### src/rtl/issue_sched_if.sv
// Fetch/decode handshake bundle for the dual-issue scheduler.
interface issue_sched_if;
    logic        f_valid;
    logic [63:0] f_inst;
    logic        f_ready;
    logic [63:0] d_inst;
    logic        interlock;
    logic        ext_stall;
    logic        flush;

    // Environment side: fetch plus downstream control.
    modport master (
        output f_valid, f_inst, ext_stall, flush,
        input  f_ready, d_inst, interlock
    );

    // Scheduler side.
    modport slave (
        input  f_valid, f_inst, ext_stall, flush,
        output f_ready, d_inst, interlock
    );
endinterface

### src/rtl/issue_sched.sv
// Dual-issue scheduler: splits hazardous bundles, tracks load latency per
// register and raises the decode interlock.
module issue_sched #(
    parameter int LOAD_LAT = 2
) (
    input  logic         clk,
    input  logic         rstn,
    issue_sched_if.slave bus
);
    localparam logic [31:0] NOP = {3'b111, 29'b0};

    localparam logic [5:0] OP_LOAD  = 6'b010000;
    localparam logic [5:0] OP_STORE = 6'b010001;
    localparam logic [5:0] OP_LI    = 6'b010010;
    localparam logic [5:0] OP_LIW   = 6'b010011;
    // Jump/Blr share the branch block with Bl/Blrr.
    localparam logic [5:0] OP_JUMP  = 6'b011000;
    localparam logic [5:0] OP_BLR   = 6'b011001;
    localparam logic [5:0] OP_BL    = 6'b011010;
    localparam logic [5:0] OP_BLRR  = 6'b011011;
    localparam logic [5:0] OP_WIDE  = 6'b100000;
    localparam logic [2:0] LAT3     = 3'(LOAD_LAT);

    typedef enum logic {PASS, SPLIT_LO} state_t;

    function automatic logic has_dst(input logic [31:0] s);
        logic [5:0] op;
        op = s[31:26];
        return (op <= 6'b000101) || op == OP_LI || op == OP_LIW || op == OP_LOAD ||
               (op >= 6'b101000 && op <= 6'b101011) || op == OP_BL || op == OP_BLRR;
    endfunction

    function automatic logic [4:0] dst(input logic [31:0] s);
        return (s[31:26] == OP_BL || s[31:26] == OP_BLRR) ? 5'd31 : s[25:21];
    endfunction

    function automatic logic bundle_only(input logic [5:0] op);
        return op == OP_LIW || op == OP_JUMP || op == OP_BLR || op == OP_BL ||
               op == OP_BLRR || op == OP_WIDE;
    endfunction

    // NOP slots read nothing; Store additionally reads rs.
    function automatic logic reads(input logic [31:0] s, input logic [4:0] r);
        if (s == NOP) return 1'b0;
        return s[20:16] == r || s[15:11] == r || (s[31:26] == OP_STORE && s[25:21] == r);
    endfunction

    function automatic logic src_busy(input logic [31:0] s, input logic [31:0][2:0] cnt);
        if (s == NOP) return 1'b0;
        return cnt[s[20:16]] != 3'd0 || cnt[s[15:11]] != 3'd0 ||
               (s[31:26] == OP_STORE && cnt[s[25:21]] != 3'd0);
    endfunction

    state_t             state_q, state_d;
    logic [31:0][2:0]   cnt_q, cnt_d;
    logic [31:0]        hi, lo_eff, slot_hi, slot_lo;
    logic [63:0]        d_view;
    logic               split, stall, issue;

    assign hi     = bus.f_inst[63:32];
    assign lo_eff = bundle_only(hi[31:26]) ? NOP : bus.f_inst[31:0];
    assign issue  = rstn && !bus.flush && !stall;

    // State and scoreboard registers.
    always_ff @(posedge clk) begin
        if (!rstn) begin
            state_q <= PASS;
            cnt_q   <= '0;
        end else begin
            state_q <= state_d;
            cnt_q   <= cnt_d;
        end
    end

    // Split decision, presented bundle, slots under check and stall.
    always_comb begin
        split = (has_dst(hi) && reads(lo_eff, dst(hi))) ||
                (has_dst(hi) && has_dst(lo_eff) && dst(hi) == dst(lo_eff)) ||
                lo_eff[31:26] == OP_LOAD || lo_eff[31:26] == OP_STORE;
        d_view  = {hi, NOP};
        slot_hi = hi;
        slot_lo = NOP;
        if (state_q == SPLIT_LO) begin
            d_view  = {bus.f_inst[31:0], NOP};
            slot_hi = bus.f_inst[31:0];
        end else if (!split) begin
            d_view  = bus.f_inst;
            slot_lo = lo_eff;
        end
        stall = src_busy(slot_hi, cnt_q) || src_busy(slot_lo, cnt_q) ||
                bus.ext_stall || (state_q == PASS && !bus.f_valid);
    end

    // Next state: flush and reset return to PASS, stalls hold.
    always_comb begin
        state_d = state_q;
        if (!rstn || bus.flush)
            state_d = PASS;
        else if (issue)
            state_d = (state_q == PASS && split) ? SPLIT_LO : PASS;
    end

    // Decode-facing outputs.
    always_comb begin
        bus.d_inst    = d_view;
        bus.interlock = 1'b1;
        bus.f_ready   = 1'b0;
        if (!rstn) begin
            bus.d_inst = {NOP, NOP};
        end else if (bus.flush) begin
            bus.f_ready = 1'b1;
        end else if (issue) begin
            bus.interlock = 1'b0;
            bus.f_ready   = (state_q == SPLIT_LO) || !split;
        end
    end

    // Scoreboard: count down every cycle; an issued Load (only ever in the
    // upper presented slot) reloads its rt and wins over the decrement.
    always_comb begin
        for (int i = 0; i < 32; i++) begin
            cnt_d[i] = (cnt_q[i] != 3'd0) ? cnt_q[i] - 3'd1 : 3'd0;
            if (issue && d_view[63:58] == OP_LOAD && d_view[57:53] == 5'(i))
                cnt_d[i] = LAT3;
        end
    end
endmodule

### src/flat_wrapper.sv
// flat-port wrapper written by rule: the top's interface ports become plain ports
module issue_sched_flat 
#(
    parameter int LOAD_LAT = 2
)
  (clk, rstn, bus_f_valid, bus_f_inst, bus_ext_stall, bus_flush, bus_f_ready, bus_d_inst, bus_interlock);
  issue_sched_if bus_i ();
  input  logic clk;
  input  logic rstn;
  input wire logic [$bits(bus_i.f_valid)-1:0] bus_f_valid;
  input wire logic [$bits(bus_i.f_inst)-1:0] bus_f_inst;
  input wire logic [$bits(bus_i.ext_stall)-1:0] bus_ext_stall;
  input wire logic [$bits(bus_i.flush)-1:0] bus_flush;
  output wire logic [$bits(bus_i.f_ready)-1:0] bus_f_ready;
  output wire logic [$bits(bus_i.d_inst)-1:0] bus_d_inst;
  output wire logic [$bits(bus_i.interlock)-1:0] bus_interlock;
  assign bus_i.f_valid = bus_f_valid;
  assign bus_i.f_inst = bus_f_inst;
  assign bus_i.ext_stall = bus_ext_stall;
  assign bus_i.flush = bus_flush;
  assign bus_f_ready = bus_i.f_ready;
  assign bus_d_inst = bus_i.d_inst;
  assign bus_interlock = bus_i.interlock;
  issue_sched #(.LOAD_LAT(LOAD_LAT)) u_core (.clk(clk), .rstn(rstn), .bus(bus_i));
endmodule
### config.mk
export PLATFORM = sky130hd
export DESIGN_NAME = issue_sched_flat
export DESIGN_NICKNAME = d
export VERILOG_FILES = /design/src/rtl/issue_sched_if.sv /design/src/rtl/issue_sched.sv /design/src/flat_wrapper.sv
export SDC_FILE = /design/constraint.sdc
export NUM_CORES = 1
export LEC_CHECK = 0
export ABC_AREA = 1
export CAP_MARGIN = 20
export CORE_ASPECT_RATIO = 2
export CORE_UTILIZATION = 50
export DETAILED_ROUTE_END_ITERATION = 10
export MAX_ROUTING_LAYER = met4
export PLACE_DENSITY = 0.74
export SLEW_MARGIN = 20
export SYNTH_ARGS = -nofsm -noshare
export SYNTH_HDL_FRONTEND = slang
export SYNTH_SLANG_ARGS = --single-unit
### constraint.sdc
create_clock -name clk -period 8.45 [get_ports clk]
set_input_delay 1.69 -clock clk [delete_from_list [all_inputs] [get_ports clk]]
set_output_delay 1.69 -clock clk [all_outputs]
set_load 0.02 [all_outputs]
After elaboration in Yosys (flattened, before gate mapping)
Index checks and enable logic that the tools add are counted.
- add/sub/neg operators: 32
- magnitude comparators: 12
- equality and inequality tests: 55
- mux-type cells: 101
- bitwise operators: 34
- reduce and logical (&&, ||, !) cells: 155
- operator list (operator ; count):
    $mux W32 ; 5
    $mux W2 ; 64
    $mux W64 ; 2
    $reduce_bool A3 Y1 ; 38
    $eq A32 B32 Y1 const B ; 3
    $eq A6 B5 Y1 const B ; 16
    $reduce_or A3 Y1 ; 32
    $sub A3 B1 Y3 const B ; 32
    $bmux W3 S5 ; 6
    $eq A5 B5 Y1 const B ; 16
    $logic_and A1 B1 Y1 ; 45
    $eq A5 B4 Y1 const B ; 8
    $lt A5 B6 Y1 const B ; 6
    $not A1 Y1 ; 34
    $logic_or A1 B1 Y1 ; 33
    $eq A5 B3 Y1 const B ; 4
    $eq A5 B5 Y1 ; 4
    $mux W3 ; 6
    $mux W1 ; 16
    $ge A6 B6 Y1 const B ; 2
    $le A6 B3 Y1 const B ; 2
    $le A6 B6 Y1 const B ; 2
    $eq A5 B2 Y1 const B ; 2
    $mux W5 ; 2
    5 further kinds ; 9
- bits in registers: 97
- input bits: 69
- output and inout bits: 66
- word-level logic and storage cells: 454

Longest topological paths before layout
Gate-level depths: netlist of the first run.
- word-level depth: 35
- depth in mapped cells: 34
- gate-level depth less buffers: 32

Worst setup path before layout of the first run
OpenSTA, ideal clock, no wires.
- kind: input-to-output
- from: in bus_f_inst[60]
- to: out bus_f_ready
- data arrival time: 4541 ps
- setup slack: 2219 ps
- stages on the path: 28
- buffers on the path: 3
- cells stage by stage: nor2_2 nand3_2 nand2_2 nor2_4 buf_6 buf_6 nand4_1 a21oi_1 nand3_2 nand2_4 nand2_8 nand2_8 nor3_4 nand2_2 inv_2 nand3_1 nand2_1 inv_1 nor2_1 nand2_1 nand2_1 nand2_1 nand2_1 nand2_1 nand2_4 buf_8 nand3b_1 a21oi_1
- cells in the longest elaborated chain, start to end: 35
- ends and longest elaborated chain (item ; line ; source):
    from (decl) ; flat_wrapper.sv:11 ; input wire logic [$bits(bus_i.f_inst)-1:0] bus_f_inst;
    $eq A6 B5 Y1, on equally long branches ; issue_sched.sv:29, issue_sched.sv:38 ;
    $logic_or A1 B1 Y1 (4 in series) ; issue_sched.sv:38 ; return op == OP_LIW || op == OP_JUMP || op == OP_BLR || op == OP_BL ||
    $logic_or A1 B1 Y1 ; issue_sched.sv:39 ; op == OP_BLRR || op == OP_WIDE;
    $mux W32 ; issue_sched.sv:61 ; assign lo_eff = bundle_only(hi[31:26]) ? NOP : bus.f_inst[31:0];
    $le A6 B3 Y1 / $eq A6 B5 Y1 (equally long branches) ; issue_sched.sv:29 ; return (op <= 6'b000101) || op == OP_LI || op == OP_LIW || op == OP_LOAD ||
    $logic_or A1 B1 Y1 (4 in series) ; issue_sched.sv:29 ;
    $logic_or A1 B1 Y1 (2 in series) ; issue_sched.sv:30 ; (op >= 6'b101000 && op <= 6'b101011) || op == OP_BL || op == OP_BLRR;
    $logic_and A1 B1 Y1 (2 in series) ; issue_sched.sv:78 ; (has_dst(hi) && has_dst(lo_eff) && dst(hi) == dst(lo_eff)) ||
    [10 not listed] ; -- ;
    $mux W1 ; issue_sched.sv:50 ; return cnt[s[20:16]] != 3'd0 || cnt[s[15:11]] != 3'd0 ||
    $logic_or A1 B1 Y1 (2 in series) ; issue_sched.sv:90 ; stall = src_busy(slot_hi, cnt_q) || src_busy(slot_lo, cnt_q) ||
    $logic_or A1 B1 Y1 ; issue_sched.sv:91 ; bus.ext_stall || (state_q == PASS && !bus.f_valid);
    $logic_not A1 Y1 ; issue_sched.sv:62 ; assign issue = rstn && !bus.flush && !stall;
    $logic_and A1 B1 Y1 ; issue_sched.sv:62 ;
    $mux W1 * ; issue_sched.sv:112 ; end else if (issue) begin
    $mux W1 * ; issue_sched.sv:110 ; end else if (bus.flush) begin
    $mux W1 * ; issue_sched.sv:108 ; if (!rstn) begin
    to (decl) ; flat_wrapper.sv:14 ; output wire logic [$bits(bus_i.f_ready)-1:0] bus_f_ready;
Every way passes the cells marked *; elsewhere a longest branch is shown, timed or not. The select of a mux whose other input is x is not followed.

Worst setup path after layout of the first run
Same ends and word-level chain as after synthesis.

==> results of run 1 <==
## power by group through the flow
stage          Combinational [uW]  Sequential, uW  Clock (uW)
3_3_place_gp                  915             677           0
6_report                      958             676         402
4_1_cts                       934             669         408
2_1_floorplan                 664             631           0
5_1_grt                      1060             686         417
3_5_place_dp                  928             679           0
## synthesized netlist by cell type (11+ instances only)
library cell  number
nor3_1            77
o22ai_1           20
o211ai_1          19
a21oi_1           73
o21ai_1           14
clkbuf_1          34
dfxtp_1           97
nor4_1            23
inv_2             11
ha_1              32
nand3_1           82
o21ai_0          120
nand4_1           39
inv_1            160
a21oi_2           28
nand2_1          266
nand4_4           32
buf_2             17
nor2_1           253
## metrics by stage
stage	setup WS [ps]	instance area [um2]	std cells	hold slack [ps]	util (%)
global placement	520	10800	1790	458	58.9
global route	164	11100	1806	510	60.4
CTS	475	11100	1806	490	60.4
finish	372	11100	1806	489	60.4
floorplan	2220	9370	1487	438	-
detailed placement	486	10800	1790	476	58.9
## layout make-up
type,instances,area share [%]
Clock buffer,11,2.19
Clock inverter,5,0.351
Inverter,176,6.02
Multi-Input combinational cell,1139,57.4
Sequential cell,97,17.6
Tap cell,216,2.44
Timing Repair Buffer,162,14.0
## critical path: cells and delay by family
family	cells	cell delay [ps]
and+or+nand+nor	21	2990
xor gates and xnor gates	1	120
buffers and inverters	5	1390
AOI/OAI and AO/OA	1	140
## sequential cells by signal, indices dropped and copies added, names as in the netlist
register	count
u_core.state_q	1
u_core.cnt_q	96
## worst max path at each step
stage                         startpoint          end  slack (ps)  depth (start not counted)
after floorplan           bus_f_inst[60]  bus_f_ready        2220                         28
after global placement    bus_f_inst[59]  bus_f_ready         520                         29
after detailed placement  bus_f_inst[60]  bus_f_ready         490                         28
after CTS                 bus_f_inst[60]  bus_f_ready         480                         28
after global routing      bus_f_inst[62]  bus_f_ready         160                         27
final                     bus_f_inst[60]  bus_f_ready         370                         28
## logic make-up after synthesis
family | count (synthesis) | synth area share (%)
compound gates | 299 | 18.7
fa+ha+maj | 32 | 4.27
buf+inv | 251 | 11.7
simple gates | 807 | 44.5
flops | 97 | 20.7
xor+xnor | 1 | 0.0935
## routing by layer
metal	part of all wire, %	vias to the layer above	GRT usage [%]
met2	50	542	73.1
met1	34	5075	40.1
met3	6.7	231	7.87
met5	0	-	-
met4	9.5	0	35.9
li1	-	5237	-
## placed cells by master, fill, tap and decap left out, drive strengths merged, types with 2 or more instances in the layout
master         count
a41oi              2
a31o               2
or2                3
inv              174
o22ai             20
o311ai             4
nand3b             3
clkbuf            11
clkinv             6
nand3             87
nand4             71
buf               28
ha                32
clkdlybuf4s50    134
o211ai            19
nor2             261
nand2            276
o21ai            135
a221oi             3
dfxtp             97
nor3              80
nor4              24
a21oi            101
a211oi             8
==> impl_metrics.tcl, run 1 <==
set metrics [dict create \
    cp-end-kind "output port" \
    synth-async-reset-ratio_pct 0 \
    critical_path_arrival_ps 6390 \
    worstHoldStart "u_core.cnt_q[84]" \
    drt.antenna.violating_nets 0 \
    internal_power_uw 1100 \
    synth-warning-count 0 \
    synth_cell_types 52 \
    post_cts_buffers 0 \
    synth.area.top_cells "dfxtp_1 (21%), nand2_1 (11%), nor2_1 (10%)" \
    critPathRequiredTime_ps 6760 \
    cpMaxStageDelayCell "clkdlybuf4s50_1" \
    first_pass_iters 5 \
    wl_per_cell_um 21.9 \
    p_seq_share_pct 33.2 \
    drt-initial-drc-count 761 \
    initial_core_util_pct 51.2 \
    setup_viol 0 \
    drv_cap 0 \
    tightest_slew_ps 1070 \
    syn_avg_cell_area_um2 6.30 \
    critical_path_class "input pin to output port" \
    overflow 0 \
    dr_total_vias 11100 \
    io_buffers 134 \
    finalHoldViolCount 0 \
    multi_input_area_mm2 0.00635 \
    rsz0062_at_grt "no" \
    final.fill_count 1814 \
    cts_tree "built" \
    insertion_delay_ps 360 \
    cp_common_cell "nand2_1" \
    ys_ff_latch 97 \
    via_per_inst 6.14 \
    skew_ps 8.20 \
    antennaDiodeCount 0 \
    min_to "u_core.cnt_q[84]" \
    irDropWorstVdd_v 0.000178 \
    ys_seq_area_share_pct 20.7 \
    h-tree-depth 3 \
    pwr-share-comb_pct 47.1 \
    hold_class "register to register" \
    seqCellArea_mm2 0.00195 \
    r2r_cells 20 \
    r2r-end "u_core.cnt_q[87]" \
    r2r_setup_slack_ps 2990 \
    pwr-share-clk_pct 19.7 \
    drive_gt1_share_pct 9.43 \
    gp_congestion 1.10 \
    switching_share_pct 46.2 \
    holdBufCountCts 0 \
    grt_pass1_vias 10800 \
    die_w_um 98.8 \
    synth_area_leader_cell "dfxtp_1" \
    power.leakage_uw 0.00488 \
    cts_sinks 97 \
    dp_hpwl_mm 30.4 \
    path_clk_slew_ps 70 \
    synth_fp_nets 1588 \
    period_share_pct 95.6 \
    ios 135 \
    rr_startpoint "u_core.state_q" \
    gr-usage-all-layers_pct 42.4 \
    synthCells 1487 \
    grt_pass1_wl_mm 59.7 \
    dieArea_mm2 0.0193 \
    period_minus_slack_ps 8080 \
    p_per_area_mw_per_mm2 184 \
    status "finished clean" \
    synth_top_area_share_pct 20.7 \
    hold-path-cell-count 1 \
    clockBufferDepth 2 \
    syn2layout_area_growth_pct 18.1 \
    post_cts_resize_count 0 \
    critPathLaunchType "input pin" \
    switchingPower_uw 940 \
    nNetsFinal 1686 \
    antenna_found_initial 0 \
    drc 0 \
    root_buffer "clkbuf_16" \
    drt_wl_total_mm 39.5 \
    die_h_um 196 \
    synthFlopType "dfxtp_1" \
    crit_path_max_fanout 35 \
    cts_made_buffers 9 \
    total_power_uw 2040 \
    slew_viol_final 0 \
    timing.fmax_mhz 124 \
    fin_setup_tns_ps 0 \
    max_slew_margin_pct 28.0 \
    synth_area_mm2 0.00937 \
    grt_max_degree 105 \
    fp.coreArea_mm2 0.0183 \
    core.rowCount 70 \
    synth-edff-count 0 \
    worst_path_largest_cell_delay_ps 660 \
]
Note: power is estimated with default switching activity, not from simulation.
==> inputs of run 2 (changes only) <==
CORE_UTILIZATION = 35   (was 50)
PLACE_DENSITY = default   (was 0.74)
==> run 2 against run 1 <==
Effect of this change:
- cell count grew 7.7%
- core utilization down 17 points
- non-clock buffer count is 11 higher
- global-route usage fell by 9.2 points
- critical path depth rose by 3
- flip-flop and latch count stayed put
- worst hold slack lost 3.1 ps
- fmax decreased by 0.29%
- first-iteration DRC count increased by 7.0%
- sequential power up 1%
- combinational power rose by 3.4%
- via count grew 0.24%
- largest cell class unchanged
==> impl_metrics.tcl, run 2 (synthesis gave the netlist of run 1 again) <==
set metrics [dict create \
    root_buffer "clkbuf_16" \
    layout_commonest_cell "nand2_1" \
    io_buffers 134 \
    initial_core_util_pct 35.7 \
    critPathRequiredTime_ps 6760 \
    p_per_area_mw_per_mm2 185 \
    drt.antenna.violating_nets 0 \
    worst_path_largest_cell_delay_ps 630 \
    insertion_delay_ps 370 \
    h-tree-depth 3 \
    p_seq_share_pct 32.7 \
    period_share_pct 95.9 \
    min_to "u_core.cnt_q[75]" \
    die_h_um 233 \
    gp_congestion 1.08 \
    dieArea_mm2 0.0275 \
    switching_share_pct 46.6 \
    max_slew_margin_pct 26.7 \
    r2r_setup_slack_ps 3280 \
    core.rowCount 84 \
    drv_cap 0 \
    cpMaxStageDelayCell "clkdlybuf4s50_1" \
    switchingPower_uw 974 \
    drive_gt1_share_pct 9.99 \
    cts_sinks 97 \
    critical_path_class "input pin to output port" \
    fp.coreArea_mm2 0.0263 \
    worstHoldStart "u_core.cnt_q[75]" \
    crit_path_start "bus_f_inst[59]" \
    rsz0062_at_grt "no" \
    slew_viol_final 0 \
    route.met3.wl_mm 2.01 \
    fin_setup_tns_ps 0 \
    rr_startpoint "u_core.state_q" \
    die_w_um 118 \
    holdWs_ps 486 \
    drc 0 \
    status "finished clean" \
    holdBufCountCts 0 \
    r2r_cells 23 \
    antennaDiodeCount 0 \
    top_regs "u_core.cnt_q x96, u_core.state_q x1" \
    hold-path-cell-count 1 \
    first_pass_iters 6 \
    drt-initial-drc-count 814 \
    top_register "u_core.cnt_q" \
    ios 135 \
    crit_path_max_fanout 24 \
    r2r-end "u_core.cnt_q[90]" \
    gr-usage-all-layers_pct 33.2 \
    pwr-share-clk_pct 19.9 \
    pwr-share-comb_pct 47.3 \
    grt_pass1_wl_mm 65.8 \
    via_per_inst 5.71 \
    hold_class "register to register" \
    antenna_found_initial 0 \
    path_clk_slew_ps 60 \
    setup_viol 0 \
    period_minus_slack_ps 8100 \
    layout_common_cells "nand2_1 (266), nor2_1 (252), inv_1 (160), clkdlybuf4s50_1 (134), o21ai_0 (119)" \
    cts_made_buffers 9 \
    grt_pass1_vias 10900 \
    power.leakage_uw 0.00494 \
    grt_max_degree 60 \
    irDropWorstVdd_v 0.000127 \
    cts_tree "built" \
    cp_common_cell "nand2_1" \
    tightest_slew_ps 1090 \
    timing.fmax_mhz 123 \
    critPathLaunchType "input pin" \
    finalHoldViolCount 0 \
    critical_path_arrival_ps 6410 \
    nNetsFinal 1697 \
    post_cts_resize_count 0 \
    syn2layout_area_growth_pct 20.7 \
    skew_ps 12.0 \
    clockBufferDepth 2 \
    internal_power_uw 1120 \
    post_cts_buffers 0 \
    wl_met2_mm 23.0 \
    overflow 0 \
    wl_per_cell_um 22.7 \
    dr_total_vias 11100 \
    top_layer_used "met4" \
    met1_length_mm 14.9 \
    cp-end-kind "output port" \
    dp_hpwl_mm 35.4 \
    drt_wl_total_mm 44.2 \
    largest_reg_flops 96 \
]
run 2: cell types whose count changed in the layout (fill, tap and decap cells not counted):
cell	previous run	this run
inv_6	2	0
clkbuf_1	1	2
buf_4	28	39
clkinv_2	1	2
clkbuf_8	1	0
bufinv_16	0	1
run 2: worst max-delay path by stage:
stage / endpoint / slack [ps] / depth (start not counted)
finish: bus_f_ready / 350 / 31
global route: bus_f_ready / 40 / 31
CTS: bus_f_ready / 390 / 31
detailed placement: bus_f_ready / 390 / 31
global placement: bus_f_ready / 370 / 31
floorplan: bus_f_ready / 2220 / 28
run 2: area by class of cell:
| cell class | count | area (um2) |
|---|---|---|
| Sequential cell | 97 | 1950 |
| Multi-Input combinational cell | 1139 | 6350 |
| Tap cell | 344 | 430 |
| Clock buffer | 11 | 233 |
| Fill cell | 2835 | 15000 |
| Timing Repair Buffer | 173 | 1630 |
| Clock inverter | 5 | 56.3 |
| Inverter | 176 | 666 |
run 2: critical path, delay by kind of cell:
family | cells | cell delay, ps
AO/OA/AOI/OAI | 2 | 220
buffers and inverters | 4 | 1540
AND/OR/NAND/NOR | 25 | 2900
run 2: metal layers:
layer  track usage (%)  up-vias
li1                  -     5250
met1              30.1     5168
met2              60.0      487
met3              4.39      207
met4              30.5        0
met5                 -        -
run 2: power groups by stage:
stage	logic, uW	clock network [uW]	registers, uW
floorplan	664	0	631
global placement	968	0	689
detailed placement	971	0	689
CTS	975	427	679
global route	1090	441	696
finish	991	417	685
run 2: through the flow:
stage / util, % / instance area [um2] / power (uW) / cells / setup WS [ps]
6_report: 43.1 / 11300 / 2090 / 1945 / 349
5_1_grt: 43.1 / 11300 / 2230 / 1945 / 42.2
4_1_cts: 43.1 / 11300 / 2080 / 1945 / 386
3_5_place_dp: 42.0 / 11000 / 1660 / 1929 / 395
3_3_place_gp: 42.0 / 11000 / 1660 / 1929 / 367
2_1_floorplan: - / 9370 / 1290 / 1487 / 2220
